$ cat src/rtl/qsys_cpu_oci_dct_sequencer.sv
// OCI data-capture-trace sequencer: packs trace symbols into a frame buffer,
// hands frames to the trace sink over valid/ready, and sequences the end-of-test flush.
module qsys_cpu_oci_dct_sequencer #(
  parameter int SYM_W = 2,
  parameter int DEPTH = 15,
  parameter int CNT_W = 4
) (
  input  logic                           clk,
  input  logic                           reset_n,
  input  logic                           trace_en,
  input  logic                           sym_valid,
  input  logic [SYM_W-1:0]               sym_data,
  input  logic                           test_ending,
  input  logic                           frm_ready,
  input  logic                           clr_overflow,
  output logic [SYM_W*DEPTH-1:0]         dct_buffer,
  output logic [CNT_W-1:0]               dct_count,
  output logic                           frm_valid,
  output logic [CNT_W+SYM_W*DEPTH-1:0]   frm_data,
  output logic                           overflow,
  output logic                           test_has_ended,
  output logic                           busy
);

  localparam int BUF_W = SYM_W * DEPTH;
  localparam logic [CNT_W-1:0] FULL = CNT_W'(DEPTH);

  typedef enum logic [1:0] {IDLE, CAPTURE, FLUSH, DONE} state_t;
  state_t state;

  logic             load_trig;
  logic             out_free;
  logic             load;
  logic             accept;
  logic             drop;
  logic [CNT_W-1:0] wr_idx;
  logic [CNT_W-1:0] cnt_nx;
  logic [BUF_W-1:0] buf_nx;

  // A full buffer, or any residue during flush, moves to the output register
  // whenever that register is empty or being drained this same cycle.
  assign load_trig = (dct_count == FULL) || ((state == FLUSH) && (dct_count != '0));
  assign out_free  = !frm_valid || frm_ready;
  assign load      = load_trig && out_free;
  assign accept    = (state == CAPTURE) && sym_valid && ((dct_count < FULL) || load);
  assign drop      = (state == CAPTURE) && sym_valid && !accept;
  assign wr_idx    = load ? '0 : dct_count;

  always_comb begin
    buf_nx = load ? '0 : dct_buffer;
    if (accept) begin
      for (int k = 0; k < DEPTH; k++) begin
        if (wr_idx == CNT_W'(k)) buf_nx[SYM_W*k +: SYM_W] = sym_data;
      end
    end
  end

  always_comb begin
    if (accept)    cnt_nx = wr_idx + CNT_W'(1);
    else if (load) cnt_nx = '0;
    else           cnt_nx = dct_count;
  end

  always_ff @(posedge clk or negedge reset_n) begin
    if (!reset_n) begin
      state          <= IDLE;
      dct_buffer     <= '0;
      dct_count      <= '0;
      frm_data       <= '0;
      frm_valid      <= 1'b0;
      overflow       <= 1'b0;
      test_has_ended <= 1'b0;
    end else begin
      dct_buffer <= buf_nx;
      dct_count  <= cnt_nx;
      if (load) frm_data <= {dct_count, dct_buffer};
      frm_valid  <= load || (frm_valid && !frm_ready);
      if (drop)              overflow <= 1'b1;
      else if (clr_overflow) overflow <= 1'b0;

      case (state)
        IDLE: if (trace_en) state <= CAPTURE;
        CAPTURE: if (test_ending || !trace_en) state <= FLUSH;
        FLUSH: begin
          if ((dct_count == '0) && !frm_valid) begin
            state          <= DONE;
            test_has_ended <= 1'b1;
          end
        end
        DONE: begin
          if (!trace_en && !test_ending) begin
            state          <= IDLE;
            test_has_ended <= 1'b0;
          end
        end
        default: state <= IDLE;
      endcase
    end
  end

  assign busy = (state == FLUSH) || frm_valid || (dct_count != '0);

endmodule

$ cat config.mk
export PLATFORM = sky130hd
export DESIGN_NAME = qsys_cpu_oci_dct_sequencer
export DESIGN_NICKNAME = d
export VERILOG_FILES = /design/src/rtl/qsys_cpu_oci_dct_sequencer.sv
export SDC_FILE = /design/constraint.sdc
export NUM_CORES = 1
export LEC_CHECK = 0
export CORE_MARGIN = 10
export CORE_UTILIZATION = 63
export CTS_BUF_LIST = sky130_fd_sc_hd__clkbuf_16
export DETAILED_ROUTE_END_ITERATION = 10
export DONT_BUFFER_PORTS = 1
export PLACE_DENSITY = 0.79
export SYNTH_ARGS = -nofsm -noshare
export SYNTH_HDL_FRONTEND = slang
export SYNTH_SLANG_ARGS = --single-unit
$ cat constraint.sdc
create_clock -name clk -period 3.72 [get_ports clk]
set_clock_uncertainty 0.2 [all_clocks]
set_input_delay 0.93 -clock clk [delete_from_list [all_inputs] [get_ports clk]]
set_output_delay 0.93 -clock clk [all_outputs]
set_load 0.005 [all_outputs]
==> impl_results.md <==
- H-tree depth: 3
- Synth Area in Compound Gates: 0.118
- First drt pass iteration count: 4
- Critical Path End Type: output port
- GRT Residual Overflow: 0
- Post-synth EDFFs: 0
- Adder-cell share of the synthesized area: 0.0156
- Hpwl dp: 5.15 mm
- LEAKAGE: 1.79 nW
- Maxcap violations: 0
- First-pass GRT wire length: 12.3 mm
- Post-route cell area: 3560 sq um
- Most common cell after layout, fill and taps aside: nand2_1
- Largest stage delay on the critical path: 0.64 ns
- Simple-gate share of the synthesized area: 0.232
- Reg-to-Reg End: frm_data[32]
- Utilization after layout: 0.738
- Post-Syn Instances: 352
- Reg area: 1830 sq um
- RSZ-0062 raised after global routing: no
- PD cells: 735 nW/um^2
- Synth Cell Area: 3200 sq um
- Hold Slack: 0.103 ns
- Starting Density: 0.665
- CP max FO: 13
- N_diodes: 0
- CTS tree: done
- WP data required: 2.59 ns
- Layout area overhead: 11.0%
- Nets: 354
- Via count: 2471
- CP Launch Type: flop
- FF-to-FF Start: state[0]
- Clk root buf: clkbuf_16
- HP Class: input port to asynchronous set/reset pin
- Period minus WS final: 2.98 ns
- CTS clk-pin slew, worst paths: 0.05 ns
- WS Path Type: flop to output port
- Dpl cell area: 3220 sq um
- Async set-or-reset flop fraction in the synthesized netlist: 1.00
- Slowest CP cell: or4_4
- Post-Route Setup TNS: 0 ns
- Post-synthesis mux area share: 0.0254
- Antenna-violating nets left: 0
- Hold violation count in the final report: 0
- Number of CTS-inserted buffers: 9
- Yosys warns: 0
- Final setup violation count: 0
- Total track usage: 0.180
- Number of global-route vias before repair: 2303
- Crit-path cells: or4_4 -> or3_1
- Detailed Route WL: 7.73 mm
- Flop2flop setup slack: 1.24 ns
- Largest family of logic cells by synthesized area: simple AND/OR/NAND/NOR gates
- Initial antenna violation count: 0
- Placer Congestion: 0.842
- Final Max Slew Viols: 0
- Die Wd: 91.3 um
- Post-synthesis xor/xnor area fraction: 0
- Die area: 8340 sq um
- Fin crit share: 0.802
- Largest net degree at the start of global routing: 74
- Post-synth top area cell: dfrtp_1
- Rows: 25
- Yosys cell types: 40
- Most frequent cells in the layout: nand2_1, dfrtp_1, nor2_1, o21ai_0, a21oi_1
- Post-synthesis sequential area ratio: 0.570
- Worst-margin pin slew: 0.681 ns
- Fillers: 362
- Avg Inst Size Synth: 9.10 sq um
- Resized cells post-CTS: 0
- Port Buf Inserts: 0
- Syn_nets: 365
- Multi-input gate area: 1260 sq um
- F_max: 335 MHz
- DR iter-0 viols: 153
- Status: complete, no violations
- Clock Sinks: 73
- Power, Total: 0.00262 W
- Io pins: 81
- Cts hold-fix bufs: 0
- Chip Height: 91.3 um
- Peak VDD IR: 0.000408 V
- R2R depth: 7
- Number of synthesized register bits: 73
- Core area: 4820 sq um
- Synth Flop Type: dfrtp_1
- Top cells by area, synth: dfrtp_1, nand2_1, o21ai_0
- Longest Clk Path Bufs: 2
- DR DRC count: 0
- Post-CTS setup buffers: 0
- Slew HR: 0.542
- Drt wl/cell: 18.7 um
- Clock latency on the worst-skew pair: 0.32 ns
- Crit path DAT: 1.85 ns
- Synth top area share: 0.570
- Layout cell share with drive strength beyond 1: 0.0636
- Via density: 5.98
==> per-stage QoR <==
stage,cells,setup slack (ns)
3_5_place_dp,397,1.08
4_1_cts,413,0.734
5_1_grt,413,0.688
3_3_place_gp,397,1.12
2_1_floorplan,352,1.26
6_report,413,0.738
==> critical path, delay by kind of cell (launching register included) <==
| family | cells | cell delay (ns) |
|---|---|---|
| DFF | 1 | 0.54 |
| and+or+nand+nor | 2 | 0.99 |
==> area by class of cell <==
cell class	instances	area share
Multi-Input combinational cell	249	0.353
Sequential cell	73	0.514
Clock buffer	9	0.0633
Inverter	5	0.00528
Tap cell	67	0.0236
Timing Repair Buffer	3	0.00985
Clock inverter	7	0.0310
==> kinds of logic after synthesis <==
family | count (synthesis)
AO/OA/AOI/OAI | 61
flip-flops | 73
adder cells (fa/ha/maj) | 4
multiplexers | 8
AND/OR/NAND/NOR | 176
buffers and inverters | 30
==> Yosys cell counts (2+ instances only) <==
cell type  instances
inv_1              5
a21o_1             2
or3_1              2
a31oi_1            3
dfrtp_1           73
nand2b_1           4
clkbuf_1          18
mux2i_1            7
or4_1              2
ha_1               4
a32o_1             2
buf_2              5
and4b_1            2
a21oi_1           19
nand2_1          126
nand4b_1           2
o21ai_0           22
a32oi_1            4
and3_1             2
nor3_1             2
nor2_1            22
nand3_1            6
==> layer usage <==
layer / track usage / vias up / wire length, um
met4: 0.0705 / 0 / 119
li1: - / 1156 / -
met2: 0.286 / 116 / 3730
met1: 0.208 / 1186 / 3030
met3: 0.0798 / 13 / 843
met5: 0 / - / 0
==> sequential cells by signal (all words and copies together) (netlist names) <==
signal          count
frm_data           34
dct_buffer         30
dct_count           4
state               2
frm_valid           1
overflow            1
test_has_ended      1
==> worst max-delay path by stage <==
stage / slack, ns / end / startpoint / cells past startpoint
2_1_floorplan: 1.26 / busy / dct_count[3] / 3
3_3_place_gp: 1.12 / busy / dct_count[0] / 2
3_5_place_dp: 1.08 / busy / dct_count[1] / 2
4_1_cts: 0.73 / busy / dct_count[1] / 2
5_1_grt: 0.69 / busy / dct_count[1] / 2
6_report: 0.74 / busy / dct_count[1] / 2
==> report_power, final <==
part | internal, W | switching, W | leakage, nW
Combinational | 0.000211 | 0.000386 | 0.620
Clock | 0.000648 | 0.000306 | 0.164
Sequential | 0.000911 | 0.000153 | 1.00
Total | 0.00177 | 0.000845 | 1.79
Power figures use the tool's default switching activity.
